<file path="src/rtl/cpu_defs.sv">
// Shared definitions for the 8-bit CPU control path: opcodes, bus sources,
// sequencer state encoding and the grouped load/strobe record.
package cpu_defs;

    localparam logic [3:0] OP_NOP = 4'h0;
    localparam logic [3:0] OP_LDA = 4'h1;
    localparam logic [3:0] OP_ADD = 4'h2;
    localparam logic [3:0] OP_SUB = 4'h3;
    localparam logic [3:0] OP_STA = 4'h4;
    localparam logic [3:0] OP_LDI = 4'h5;
    localparam logic [3:0] OP_JMP = 4'h6;
    localparam logic [3:0] OP_JC  = 4'h7;
    localparam logic [3:0] OP_JZ  = 4'h8;
    localparam logic [3:0] OP_OUT = 4'hE;
    localparam logic [3:0] OP_HLT = 4'hF;

    localparam logic [2:0] BUS_NONE = 3'd0;
    localparam logic [2:0] BUS_PC   = 3'd1;
    localparam logic [2:0] BUS_MEM  = 3'd2;
    localparam logic [2:0] BUS_IRL  = 3'd3;
    localparam logic [2:0] BUS_A    = 3'd4;
    localparam logic [2:0] BUS_ALU  = 3'd5;

    typedef enum logic [2:0] {
        ST_FETCH0 = 3'd0,
        ST_FETCH1 = 3'd1,
        ST_EX1    = 3'd2,
        ST_EX2    = 3'd3,
        ST_EX3    = 3'd4,
        ST_HALT   = 3'd5
    } seq_state_t;

    typedef struct packed {
        logic l_mar;
        logic l_ir;
        logic l_a;
        logic l_b;
        logic l_out;
        logic l_flags;
        logic pc_inc;
        logic pc_load;
        logic mem_rd;
        logic mem_wr;
    } strobe_t;

endpackage

</file>
<file path="src/rtl/cpu_ctrl_seq_if.sv">
// Control interface between the sequencer (master) and the datapath (slave):
// IR/flag feedback in, bus select and register/memory strobes out.
interface cpu_ctrl_seq_if #(
    parameter int OPW  = 4,
    parameter int SELW = 3
);
    logic            run;
    logic [OPW-1:0]  opcode;
    logic            carry_f;
    logic            zero_f;
    logic [SELW-1:0] bus_sel;
    logic            l_mar;
    logic            l_ir;
    logic            l_a;
    logic            l_b;
    logic            l_out;
    logic            l_flags;
    logic            pc_inc;
    logic            pc_load;
    logic            mem_rd;
    logic            mem_wr;
    logic            alu_sub;
    logic            halted;

    modport master (
        input  run, opcode, carry_f, zero_f,
        output bus_sel, l_mar, l_ir, l_a, l_b, l_out, l_flags,
               pc_inc, pc_load, mem_rd, mem_wr, alu_sub, halted
    );

    modport slave (
        output run, opcode, carry_f, zero_f,
        input  bus_sel, l_mar, l_ir, l_a, l_b, l_out, l_flags,
               pc_inc, pc_load, mem_rd, mem_wr, alu_sub, halted
    );
endinterface

</file>
<file path="src/rtl/cpu_ctrl_seq.sv">
// Multi-cycle fetch/execute sequencer: one state register plus a combinational
// decode of state, opcode and flags into bus select and load strobes.
module cpu_ctrl_seq
    import cpu_defs::*;
#(
    parameter int OPW  = 4,
    parameter int SELW = 3
) (
    input  logic           clk,
    input  logic           rst,
    cpu_ctrl_seq_if.master cif
);

    seq_state_t      state_reg;
    seq_state_t      state_next;
    strobe_t         strobe_dec;
    logic [SELW-1:0] bus_dec;
    logic            sub_dec;
    logic [OPW-1:0]  op;

    assign op = cif.opcode;

    always_ff @(posedge clk) begin
        if (rst) begin
            state_reg <= ST_FETCH0;
        end else if (cif.run) begin
            state_reg <= state_next;
        end
    end

    always_comb begin
        state_next = state_reg;
        strobe_dec = '0;
        bus_dec    = SELW'(BUS_NONE);
        sub_dec    = 1'b0;
        case (state_reg)
            ST_FETCH0: begin
                bus_dec          = SELW'(BUS_PC);
                strobe_dec.l_mar = 1'b1;
                state_next       = ST_FETCH1;
            end
            ST_FETCH1: begin
                bus_dec           = SELW'(BUS_MEM);
                strobe_dec.mem_rd = 1'b1;
                strobe_dec.l_ir   = 1'b1;
                strobe_dec.pc_inc = 1'b1;
                state_next        = ST_EX1;
            end
            ST_EX1: begin
                state_next = ST_FETCH0;
                case (op)
                    OPW'(OP_LDA), OPW'(OP_ADD), OPW'(OP_SUB), OPW'(OP_STA): begin
                        bus_dec          = SELW'(BUS_IRL);
                        strobe_dec.l_mar = 1'b1;
                        state_next       = ST_EX2;
                    end
                    OPW'(OP_LDI): begin
                        bus_dec        = SELW'(BUS_IRL);
                        strobe_dec.l_a = 1'b1;
                    end
                    OPW'(OP_JMP): begin
                        bus_dec            = SELW'(BUS_IRL);
                        strobe_dec.pc_load = 1'b1;
                    end
                    OPW'(OP_JC): begin
                        bus_dec            = SELW'(BUS_IRL);
                        strobe_dec.pc_load = cif.carry_f;
                    end
                    OPW'(OP_JZ): begin
                        bus_dec            = SELW'(BUS_IRL);
                        strobe_dec.pc_load = cif.zero_f;
                    end
                    OPW'(OP_OUT): begin
                        bus_dec          = SELW'(BUS_A);
                        strobe_dec.l_out = 1'b1;
                    end
                    OPW'(OP_HLT): state_next = ST_HALT;
                    // NOP and the unassigned opcodes fall through as a single idle step
                    default: ;
                endcase
            end
            ST_EX2: begin
                state_next = ST_FETCH0;
                case (op)
                    OPW'(OP_LDA): begin
                        bus_dec           = SELW'(BUS_MEM);
                        strobe_dec.mem_rd = 1'b1;
                        strobe_dec.l_a    = 1'b1;
                    end
                    OPW'(OP_ADD), OPW'(OP_SUB): begin
                        bus_dec           = SELW'(BUS_MEM);
                        strobe_dec.mem_rd = 1'b1;
                        strobe_dec.l_b    = 1'b1;
                        state_next        = ST_EX3;
                    end
                    OPW'(OP_STA): begin
                        bus_dec           = SELW'(BUS_A);
                        strobe_dec.mem_wr = 1'b1;
                    end
                    default: ;
                endcase
            end
            ST_EX3: begin
                bus_dec            = SELW'(BUS_ALU);
                strobe_dec.l_a     = 1'b1;
                strobe_dec.l_flags = 1'b1;
                sub_dec            = (op == OPW'(OP_SUB));
                state_next         = ST_FETCH0;
            end
            ST_HALT: state_next = ST_HALT;
            default: state_next = ST_FETCH0;
        endcase
    end

    // Reset silences everything; a frozen sequencer keeps its bus/ALU decode
    // visible but must not load any register or touch memory.
    always_comb begin
        cif.bus_sel = SELW'(BUS_NONE);
        cif.alu_sub = 1'b0;
        cif.halted  = 1'b0;
        cif.l_mar   = 1'b0;
        cif.l_ir    = 1'b0;
        cif.l_a     = 1'b0;
        cif.l_b     = 1'b0;
        cif.l_out   = 1'b0;
        cif.l_flags = 1'b0;
        cif.pc_inc  = 1'b0;
        cif.pc_load = 1'b0;
        cif.mem_rd  = 1'b0;
        cif.mem_wr  = 1'b0;
        if (!rst) begin
            cif.bus_sel = bus_dec;
            cif.alu_sub = sub_dec;
            cif.halted  = (state_reg == ST_HALT);
            if (cif.run) begin
                cif.l_mar   = strobe_dec.l_mar;
                cif.l_ir    = strobe_dec.l_ir;
                cif.l_a     = strobe_dec.l_a;
                cif.l_b     = strobe_dec.l_b;
                cif.l_out   = strobe_dec.l_out;
                cif.l_flags = strobe_dec.l_flags;
                cif.pc_inc  = strobe_dec.pc_inc;
                cif.pc_load = strobe_dec.pc_load;
                cif.mem_rd  = strobe_dec.mem_rd;
                cif.mem_wr  = strobe_dec.mem_wr;
            end
        end
    end

endmodule
</file>
<file path="src/flat_wrapper.sv">
// flat-port wrapper written by rule: the top's interface ports become plain ports
module cpu_ctrl_seq_flat import cpu_defs::*;
#(
    parameter int OPW  = 4,
    parameter int SELW = 3
)
  (clk, rst, cif_run, cif_opcode, cif_carry_f, cif_zero_f, cif_bus_sel, cif_l_mar, cif_l_ir, cif_l_a, cif_l_b, cif_l_out, cif_l_flags, cif_pc_inc, cif_pc_load, cif_mem_rd, cif_mem_wr, cif_alu_sub, cif_halted);
  cpu_ctrl_seq_if #(.OPW(OPW), .SELW(SELW)) cif_i ();
  input  logic clk;
  input  logic rst;
  input wire logic [$bits(cif_i.run)-1:0] cif_run;
  input wire logic [$bits(cif_i.opcode)-1:0] cif_opcode;
  input wire logic [$bits(cif_i.carry_f)-1:0] cif_carry_f;
  input wire logic [$bits(cif_i.zero_f)-1:0] cif_zero_f;
  output wire logic [$bits(cif_i.bus_sel)-1:0] cif_bus_sel;
  output wire logic [$bits(cif_i.l_mar)-1:0] cif_l_mar;
  output wire logic [$bits(cif_i.l_ir)-1:0] cif_l_ir;
  output wire logic [$bits(cif_i.l_a)-1:0] cif_l_a;
  output wire logic [$bits(cif_i.l_b)-1:0] cif_l_b;
  output wire logic [$bits(cif_i.l_out)-1:0] cif_l_out;
  output wire logic [$bits(cif_i.l_flags)-1:0] cif_l_flags;
  output wire logic [$bits(cif_i.pc_inc)-1:0] cif_pc_inc;
  output wire logic [$bits(cif_i.pc_load)-1:0] cif_pc_load;
  output wire logic [$bits(cif_i.mem_rd)-1:0] cif_mem_rd;
  output wire logic [$bits(cif_i.mem_wr)-1:0] cif_mem_wr;
  output wire logic [$bits(cif_i.alu_sub)-1:0] cif_alu_sub;
  output wire logic [$bits(cif_i.halted)-1:0] cif_halted;
  assign cif_i.run = cif_run;
  assign cif_i.opcode = cif_opcode;
  assign cif_i.carry_f = cif_carry_f;
  assign cif_i.zero_f = cif_zero_f;
  assign cif_bus_sel = cif_i.bus_sel;
  assign cif_l_mar = cif_i.l_mar;
  assign cif_l_ir = cif_i.l_ir;
  assign cif_l_a = cif_i.l_a;
  assign cif_l_b = cif_i.l_b;
  assign cif_l_out = cif_i.l_out;
  assign cif_l_flags = cif_i.l_flags;
  assign cif_pc_inc = cif_i.pc_inc;
  assign cif_pc_load = cif_i.pc_load;
  assign cif_mem_rd = cif_i.mem_rd;
  assign cif_mem_wr = cif_i.mem_wr;
  assign cif_alu_sub = cif_i.alu_sub;
  assign cif_halted = cif_i.halted;
  cpu_ctrl_seq #(.OPW(OPW), .SELW(SELW)) u_core (.clk(clk), .rst(rst), .cif(cif_i));
endmodule
</file>
<file path="config.mk">
export PLATFORM = sky130hd
export DESIGN_NAME = cpu_ctrl_seq_flat
export DESIGN_NICKNAME = d
export VERILOG_FILES = /design/src/rtl/cpu_defs.sv /design/src/rtl/cpu_ctrl_seq_if.sv /design/src/rtl/cpu_ctrl_seq.sv /design/src/flat_wrapper.sv
export SDC_FILE = /design/constraint.sdc
export NUM_CORES = 1
export LEC_CHECK = 0
export ABC_AREA = 1
export BUFFER_PORTS_ARGS = -buffer_cell sky130_fd_sc_hd__buf_4
export CORE_UTILIZATION = 30
export CTS_CLUSTER_SIZE = 16
export DETAILED_ROUTE_END_ITERATION = 10
export SLEW_MARGIN = 25
export SYNTH_ARGS = -nofsm -noshare
export SYNTH_HDL_FRONTEND = slang
export SYNTH_SLANG_ARGS = --single-unit
</file>
<file path="constraint.sdc">
create_clock -name clk -period 1.2 [get_ports clk]
set_clock_uncertainty 0.2 [all_clocks]
set_input_delay 0.12 -clock clk [delete_from_list [all_inputs] [get_ports clk]]
set_output_delay 0.12 -clock clk [all_outputs]
set_load 0.05 [all_outputs]
</file>
==> results of run 1 <==
## path summary, 6_finish.rpt
kind / from / to
max reg2reg: u_core.state_reg[0] / u_core.state_reg[2]
max: u_core.state_reg[2] / cif_bus_sel[2]
min: rst / u_core.state_reg[1]
min reg2reg: u_core.state_reg[0] / u_core.state_reg[0]
## cell families after synthesis
logic type	after synthesis	synth area share [%]
AOI/OAI and AO/OA	11	14.9
and+or+nand+nor	55	58.0
buffers and inverters	14	13.1
DFF	3	14.0
## per-layer routing
| metal | GRT usage [%] | up-vias | share of wire, % |
|---|---|---|---|
| li1 | - | 369 | - |
| met1 | 29.8 | 362 | 37 |
| met2 | 38.1 | 42 | 55 |
| met3 | 5.11 | 9 | 5.6 |
| met4 | 0 | 0 | 2.3 |
| met5 | 0 | - | 0 |
## power by group through the flow
| stage | clock (mW) | combinational, mW | sequential, mW |
|---|---|---|---|
| after floorplan | 0 | 0.142 | 0.114 |
| after global placement | 0 | 0.249 | 0.114 |
| after detailed placement | 0 | 0.250 | 0.114 |
| after CTS | 0.190 | 0.274 | 0.112 |
| after global routing | 0.197 | 0.348 | 0.117 |
| final | 0.179 | 0.332 | 0.116 |
## Yosys cell counts (2+ instances only)
library cell | number | area [um2]
nand3_1 | 8 | 40.0
inv_1 | 12 | 45.0
nor2_2 | 2 | 12.5
nor2_1 | 17 | 63.8
nand2_1 | 22 | 82.6
dfxtp_1 | 3 | 60.1
a21oi_1 | 6 | 30.0
nor2_4 | 2 | 22.5
## cell type report
type,instances,share of cell area (%)
multi-input combinational,66,44.5
timing repair buffer,48,41.4
inverter,13,4.74
sequential,3,5.66
tap,15,1.54
clock buffer,4,2.16
## critical path, cell delays in order (launching register included)
cell,delay (ns)
dfxtp_2,0.32
inv_2,0.07
nand2_4,0.06
nor2_4,0.17
nand4_1,0.17
nand3_1,0.14
nand2_2,0.08
clkinvlp_4,0.08
buf_8,0.14
## per-stage QoR
step                      utilization (%)  hold WS, ns  instances  power [mW]
final                                92.2       0.0339        149       0.627
after global routing                 92.2       0.0207        149       0.662
after CTS                            76.4      0.00578        143       0.577
after detailed placement             66.5        0.210        136       0.364
after global placement               66.5        0.209        136       0.363
after floorplan                         -      -0.0206         83       0.256
## timing repair
item	CTS	global route
gates cloned	0	0
hold endpoints to repair	2	0
gates resized for setup	23	42
hold buffers	1	0
setup buffers	2	6
endpoints found under the setup margin	18	18
pin swaps	6	13
==> summary.md, run 1 <==
| Metric | Value |
|---|---|
| Violated checks | setup timing |
| Most common cell after layout, fill and taps aside | buf_4 |
| RSZ-0062 raised after global routing | yes |
| EDFF count, synth | 0 |
| CTS buffer count | 3 |
| Synthesized area | 429 um2 |
| Final Max Slew Viols | 0 |
| Vias per inst | 5.25 |
| Clock network fraction of design power | 28.6% |
| Worst Path Required | 0.88 ns |
| Worst slack, placed | -0.299 ns |
| Synthesis-stage register bit count | 3 |
| CP max FO | 6 |
| H-tree Lvls | 1 |
| Number of antenna violations at the first check in global routing | 0 |
| Synth warn | 0 |
| Syn Inst Count | 83 |
| Most frequent cells in the layout | buf_4, nand2_1, buf_6, nor2_4, buf_8 |
| Critical Path AT | 1.45 ns |
| Largest register FFs | 3 |
| Post-route setup slack | -0.572 ns |
| Core Area | 1320 um2 |
| CTS tree | done |
| Switching power total | 0.257 mW |
| Drt first pass iters | 4 |
| CTS Root Cell | clkbuf_4 |
| Crit Path Class | flop to output pin |
| Via count | 782 |
| Vias in the first global route | 594 |
| Placement Cell Area | 876 um2 |
| Final Net Count | 144 |
| Syn_nets | 92 |
| Maximum vdd drop | 0.591 mV |
| Worst-path clk slew | 0.04 ns |
| Number of diodes | 0 |
| Count of final setup violators | 18 |
| Power per cell area | 516 nW/um2 |
| Routed WL | 2180 um |
| Syn Area/Cell | 5.17 um2 |
| Seq pwr share | 18.5% |
| Remaining DRCs | 0 |
| First-pass GRT wire length | 2440 um |
| Gr usage total | 22.4% |
| Largest net degree at the start of global routing | 9 |
| Hold Fails Final Rpt | 0 |
| Max Freq | 564 MHz |
| Hold WC Path Type | input pin to flop |
| Most used DFF post-synth | dfxtp_1 |
| MaxCap Viol Count | 0 |
| Grt total ovfl | 0 |
| IO Pins | 24 |
| Final HPWL DP | 1200 um |
| CTS sink cnt | 3 |
| Starting Density | 32.6% |
| Register Area | 68.8 um2 |
| Worst reg2reg path depth | 9 |
| LEAKAGE | 0.514 nW |
| Sw Share | 40.9% |
| Initial DRC Count | 29 |
| Drt wl/cell | 14.6 um |
| Ratio of cells with drive above 1 in the final layout | 73.1% |
| Clk_lat worst skew | 0.23 ns |
| CP Launch Type | flop |
| Area delta synth->final | 183% |
| Die ar. | 1590 um2 |
| Period utilization | 148% |
| Slew headroom | 76.8% |
| Sequential area share after synthesis | 14.0% |
| Final min period | 1.77 ns |
| Worst Tran Pin Value | 0.347 ns |
| Netlist cell types | 19 |
| Pint | 0.370 mW |
| TNS Setup | -7.86 ns |
| Power share of the combinational group | 52.9% |
| Port Buf Inserts | 23 |
| Reg2Reg Setup Slack | -0.36 ns |
| Routability cong. | 0.816 |
| Outcome | finished, violations left |
| Row cnt | 13 |
| Post-Layout Inst Area | 1210 um2 |
| Crit end category | output pin |
| Cell count of the worst hold path | 3 |
| Fraction of registers with async set/reset | 0% |
| Area of the multi-input gates | 541 um2 |
| Final ANT Viol Nets | 0 |
| Die Height | 39.8 um |
| Fill count | 46 |
| Maximum clock insertion buffer count | 2 |
| Die Wd | 39.8 um |
Power figures use the tool's default switching activity.
==> run 2, diff against run 1 <==
- ABC_AREA: 1 -> unset
- BUFFER_PORTS_ARGS: -buffer_cell sky130_fd_sc_hd__buf_4 -> unset
- DONT_BUFFER_PORTS: unset -> 1
==> run 2 against run 1 <==
Compared with the run above:
- the flow finishes with violations (hold timing, setup timing)
- hold slack got worse by 0.11 ns
- total power fell by 2.5%
- sequential share of layout area barely moved
- core utilization fell by 21 points
- sequential power barely moved
- cell area fell by 0.10%
- combinational power fell by 5%
- global-route usage fell by 0.69 points
- clock power barely moved
- count of clock-buffer cells in the layout did not move
- sequential cell count did not move
- first-iteration DRC count fell by 24%
- critical path type unchanged
- critical endpoint is now cif_l_a
- largest power group unchanged
==> summary.md, run 2 <==
| Metric | Value |
|---|---|
| Die Height | 44.6 um |
| Placement Cell Area | 1020 um2 |
| Final Net Count | 119 |
| Critical Path AT | 1.46 ns |
| Ratio of cells with drive above 1 in the final layout | 62.4% |
| Most common cell after layout, fill and taps aside | buf_4 |
| Max Freq | 560 MHz |
| Routability cong. | 0.804 |
| Starting Density | 31.9% |
| Count of final setup violators | 18 |
| Syn_nets | 86 |
| Area delta synth->final | 123% |
| Worst-path clk slew | 0.04 ns |
| Fill count | 104 |
| Clk_lat worst skew | 0.23 ns |
| MaxCap Viol Count | 0 |
| Yosys top cell area share | 11.0% |
| Final HPWL DP | 1390 um |
| Port Buf Inserts | 0 |
| Largest register FFs | 3 |
| Register Area | 68.8 um2 |
| Post-Layout Inst Area | 1210 um2 |
| Core Area | 1710 um2 |
| Drt wl/cell | 15.3 um |
| Number of antenna violations at the first check in global routing | 0 |
| CP Launch Type | flop |
| Synth cell count leaders | nand2_1, nor2_1, a21oi_1, nand2b_1 |
| Switching power total | 0.220 mW |
| Seq pwr share | 19.1% |
| Worst Tran Pin Value | 0.391 ns |
| Number of diodes | 0 |
| Non-Filler Instances | 134 |
| Largest net degree at the start of global routing | 13 |
| Reg2reg start | u_core.state_reg[2] |
| EDFF count, synth | 0 |
| Pint | 0.392 mW |
| IO Pins | 24 |
| Dpl cells | 122 |
| Cell accounting for the most synthesized area | dfxtp_1 |
| Hold path start | cif_opcode[3] |
| Vias per inst | 5.54 |
| Remaining DRCs | 0 |
| Power per cell area | 504 nW/um2 |
| Outcome | finished, violations left |
| Crit end category | output pin |
| Die ar. | 1990 um2 |
| Die Wd | 44.6 um |
| CTS sink cnt | 3 |
| Clock network fraction of design power | 29.2% |
| Final min period | 1.78 ns |
| CTS buffer count | 3 |
| Period utilization | 149% |
| Most frequent cells in the layout | buf_4, buf_12, nand2_1, nor2_1, a21oi_1 |
| Most used DFF post-synth | dfxtp_1 |
| Initial DRC Count | 22 |
| RSZ-0062 raised after global routing | yes |
| Netlist cell types | 39 |
| Drt first pass iters | 4 |
| LEAKAGE | 0.439 nW |
| Worst Path Required | 0.88 ns |
| Synth warn | 0 |
| Slew headroom | 73.7% |
| Violated checks | hold timing, setup timing |
| Sw Share | 35.9% |
| Grt total ovfl | 0 |
| Power share of the combinational group | 51.7% |
| CTS Hold Buffers Added | 2 |
| Hold WC Path Type | input pin to flop |
| Vias in the first global route | 672 |
| Row cnt | 15 |
| Final ANT Viol Nets | 0 |
| Worst path cell trace | nor4b_2 > o211ai_1 > o21ai_1 > and3_4 |
| Area of the multi-input gates | 617 um2 |
| Maximum clock insertion buffer count | 2 |
| CP max FO | 7 |
| Routed WL | 2060 um |
| Crit Path Class | flop to output pin |
| Slowest stage cell, crit path | dfxtp_4 |
| Maximum vdd drop | 0.454 mV |
| Fraction of registers with async set/reset | 0% |
| Final hold slack | -0.0807 ns |
| Via count | 742 |
| Synthesized area | 544 um2 |
| Syn Area/Cell | 7.07 um2 |
| Post-route setup slack | -0.584 ns |
| Power Total | 0.611 mW |
| H-tree Lvls | 1 |
| Sequential area share after synthesis | 11.0% |
| Synth top area cells | dfxtp_1, nand2b_1, a21oi_1, buf_4, buf_6 |
| Syn Inst Count | 77 |
| Synthesis-stage register bit count | 3 |
| First-pass GRT wire length | 3190 um |
| CTS Root Cell | clkbuf_4 |
| Gr usage total | 21.7% |
| Crit path from | u_core.state_reg[2] |
| Hold Fails Final Rpt | 1 |
| Final Max Slew Viols | 0 |
| Max incr delay on CP | 0.36 ns |
| CTS tree | done |
## run 2: changes by cell type in the layout (fill, tap and decap cells not counted), moves of 3 or more
| cell | before | now |
|---|---|---|
| and3_4 | 0 | 3 |
| buf_12 | 1 | 13 |
| buf_4 | 22 | 17 |
| buf_6 | 14 | 3 |
| buf_8 | 10 | 1 |
| inv_1 | 7 | 2 |
| inv_2 | 4 | 0 |
| nand2_1 | 16 | 6 |
| nand2_2 | 5 | 0 |
| nand2b_1 | 0 | 3 |
| nand3_2 | 5 | 1 |
| nor2_2 | 5 | 0 |
| nor2_4 | 13 | 2 |
## run 2: final timing paths
path                              end  slack (ns)  cells after the start
setup / recovery              cif_l_a       -0.58                      4
hold / removal    u_core.state_reg[1]       -0.08                      3
setup reg to reg  u_core.state_reg[0]       -0.37                      7
hold reg to reg   u_core.state_reg[1]        0.34                      2
## run 2: stage by stage
step | utilization, % | setup TNS (ns) | hold slack (ns) | setup slack [ns]
2_1_floorplan | - | -5.33 | 0.0974 | -0.571
3_3_place_gp | 59.8 | -5.85 | -0.00693 | -0.444
3_5_place_dp | 59.8 | -6.09 | -0.00705 | -0.437
4_1_cts | 69.8 | -8.31 | -0.0877 | -0.580
5_1_grt | 71.1 | -9.27 | -0.0789 | -0.644
6_report | 71.1 | -8.36 | -0.0807 | -0.584
## run 2: power by group through the flow
stage / sequential, mW / clock (mW) / combinational, mW
6_report: 0.117 / 0.179 / 0.316
5_1_grt: 0.118 / 0.195 / 0.331
3_3_place_gp: 0.123 / 0 / 0.248
4_1_cts: 0.117 / 0.183 / 0.304
3_5_place_dp: 0.124 / 0 / 0.252
2_1_floorplan: 0.115 / 0 / 0.199
## run 2: cell families (layout without fill, tap and decap cells)
| logic type | Yosys count | in the layout | share of synthesized area [%] |
|---|---|---|---|
| AO/OA/AOI/OAI | 19 | 19 | 23.9 |
| buffers and inverters | 11 | 43 | 13.1 |
| XOR/XNOR | 1 | 1 | 1.61 |
| AND/OR/NAND/NOR | 43 | 43 | 50.3 |
| flip-flops | 3 | 3 | 11.0 |
## run 2: final cells by class
cell class,instances,area share [%]
well taps,25,2.58
repair buffers,36,37.6
flip-flops and latches,3,5.67
multi-input cells,63,50.8
inverters,3,1.13
clock buffers,4,2.16
## run 2: worst max-delay path, delay by kind of cell (launching register included)
kind | cells | cell delay, ns
AND/OR/NAND/NOR | 2 | 0.63
flip-flops | 1 | 0.36
AO/OA/AOI/OAI | 2 | 0.24
## run 2: metal layers
metal	vias up	share of wire (%)	global-route usage [%]	wire length (um)
met2	29	52	37.4	1080
met4	0	0	0.606	0
met1	366	42	28.6	863
met3	0	5.5	5.71	114
met5	-	0	0	0
li1	347	-	-	-
## run 2: timing repair
action | 4_1_cts | 5_1_grt
endpoints found under the hold margin | 3 | 2
setup buffers | 4 | 2
pin swaps | 10 | 6
setup endpoints to repair | 18 | 18
gates resized for setup | 19 | 1
==> run 3, diff against run 2 <==
==> constraint.sdc (replaced) <==
create_clock -name clk -period 1.2 [get_ports clk]
set_clock_uncertainty 0.2 [all_clocks]
set_input_delay 0.12 -clock clk [delete_from_list [all_inputs] [get_ports clk]]
set_output_delay 0.12 -clock clk [all_outputs]
set_load 0.005 [all_outputs]
==> run 3 against run 2 <==
Compared with the run above:
- the flow still finishes with violations (hold timing, setup timing)
- critical path type unchanged
- sequential power is essentially flat
- highest routed layer is now met4
- worst setup slack gained 0.23 ns
- sequential share of layout area grew 2.3 points
- core utilization shrank 19 points
- fmax grew 15%
- global-route usage shrank 1.1 points
- critical endpoint is now cif_l_b
- total power shrank 20%
- die area is the same
- critical path depth is the same
- hold slack gained 0.011 ns
- sequential cell count is the same
==> summary.md, run 3 (synthesis results as in run 2) <==
| Metric | Value |
|---|---|
| Final Net Count | 106 |
| Final HPWL DP | 1190 um |
| Ratio of cells with drive above 1 in the final layout | 52.1% |
| Max Freq | 642 MHz |
| Remaining DRCs | 0 |
| Final hold slack | -0.0692 ns |
| Row cnt | 15 |
| CTS tree | done |
| Die Wd | 44.6 um |
| Crit Path Class | flop to output pin |
| LEAKAGE | 0.320 nW |
| Final Util | 52.3% |
| CP Launch Type | flop |
| Critical Path AT | 1.24 ns |
| Final Max Slew Viols | 0 |
| Drt wl/cell | 16.6 um |
| Via count | 675 |
| IO Pins | 24 |
| Core Area | 1710 um2 |
| Worst reg2reg path depth | 5 |
| Clock network fraction of design power | 35.3% |
| CTS buffer count | 3 |
| Worst slack, placed | -0.265 ns |
| CTS sink cnt | 3 |
| Reg2Reg Setup Slack | -0.32 ns |
| Number of antenna violations at the first check in global routing | 0 |
| First-pass GRT wire length | 3030 um |
| Vias per inst | 5.58 |
| M1 WL | 835 um |
| Gr usage total | 20.6% |
| Crit end category | output pin |
| Worst-path clk slew | 0.03 ns |
| CP max FO | 6 |
| Count of final setup violators | 18 |
| Cell count of the worst hold path | 3 |
| Clk_lat worst skew | 0.23 ns |
| DR WL met2 | 1050 um |
| RSZ-0062 raised after global routing | yes |
| Vias in the first global route | 641 |
| Largest register FFs | 3 |
| Outcome | finished, violations left |
| Power Total | 0.489 mW |
| Area delta synth->final | 64.1% |
| Routability cong. | 0.834 |
| Violated checks | hold timing, setup timing |
| Worst Path Required | 0.88 ns |
| CTS Hold Buffers Added | 3 |
| Starting Density | 31.9% |
| Seq pwr share | 23.7% |
| Maximum vdd drop | 0.369 mV |
| Grt total ovfl | 0 |
| Initial DRC Count | 14 |
| Pint | 0.335 mW |
| Most frequent cells in the layout | buf_4, nor2_1, nand2_1, buf_6 |
| Die ar. | 1990 um2 |
| H-tree Lvls | 1 |
| Die Height | 44.6 um |
| Top layer reached by signal wires | met4 |
| Met3 wire length | 82 um |
| Period utilization | 130% |
| Slew headroom | 68.1% |
| TNS Setup | -4.81 ns |
| Sw Share | 31.5% |
| Fill count | 160 |
| Switching power total | 0.154 mW |
| CTS Root Cell | clkbuf_4 |
| Drt first pass iters | 4 |
| Final min period | 1.56 ns |
| MaxCap Viol Count | 0 |
| Port Buf Inserts | 0 |
| Most common cell after layout, fill and taps aside | buf_4 |
| Post-route setup slack | -0.357 ns |
| Power share of the combinational group | 41.0% |
| Maximum clock insertion buffer count | 2 |
| Largest net degree at the start of global routing | 13 |
| Routed WL | 2010 um |
| Hold WC Path Type | input pin to flop |
| Number of diodes | 0 |
| Final ANT Viol Nets | 0 |
| Power per cell area | 548 nW/um2 |
| Hold Fails Final Rpt | 2 |
| Worst Tran Pin Value | 0.475 ns |
==> run 3: cell count changes in the layout (fill, tap and decap cells not counted), moves of 2 or more <==
cell / delta
a21oi_2: +2
and3_1: +2
nor2_1: +2
buf_12: -13
nor3_2: +2
and3_4: -2
buf_4: -2
nor3_4: -2
buf_6: +2
nor2_4: -2
==> run 3: metal layers <==
layer  track usage [%]  up-vias
li1                  -      322
met4              10.3        0
met2              35.0       21
met3              2.45        4
met5                 0        -
met1              25.3      328
==> run 3: what timing repair did <==
action                     CTS  global route
setup buffers                3             3
hold endpoints to repair     3             2
setup endpoints to repair   18            18
gates resized for setup     20             7
pin swaps                    8             7
==> run 3: final timing paths <==
kind | end | from
worst min register to register | u_core.state_reg[2] | u_core.state_reg[0]
worst max register to register | u_core.state_reg[2] | u_core.state_reg[2]
worst max-delay path | cif_l_b | u_core.state_reg[2]
worst min-delay path | u_core.state_reg[1] | cif_opcode[3]
==> run 3: worst max-delay path, cell delays in order (launching register included) <==
cell,delay [ns]
dfxtp_4,0.36
nor2b_4,0.11
and2_4,0.20
nand4b_1,0.13
nor3b_2,0.20
==> run 3: power by group through the flow <==
stage,Clock [mW],Sequential [mW],Combinational [mW]
6_report,0.173,0.116,0.201
5_1_grt,0.194,0.117,0.213
4_1_cts,0.181,0.114,0.178
3_5_place_dp,0,0.120,0.143
3_3_place_gp,0,0.119,0.142
2_1_floorplan,0,0.115,0.126
==> run 3: final cells by class <==
type	instances	area (um2)	share of cell area (%)
clock buffer	4	26.3	2.94
multi-input combinational	63	554	62.0
tap	25	31.3	3.50
inverter	3	11.3	1.26
timing repair buffer	23	199	22.3
sequential	3	71.3	7.98
==> run 3: through the flow <==
stage          std cells  area, um2
2_1_floorplan         77        598
4_1_cts              118        832
3_3_place_gp         108        662
3_5_place_dp         108        662
6_report             121        893
5_1_grt              121        893
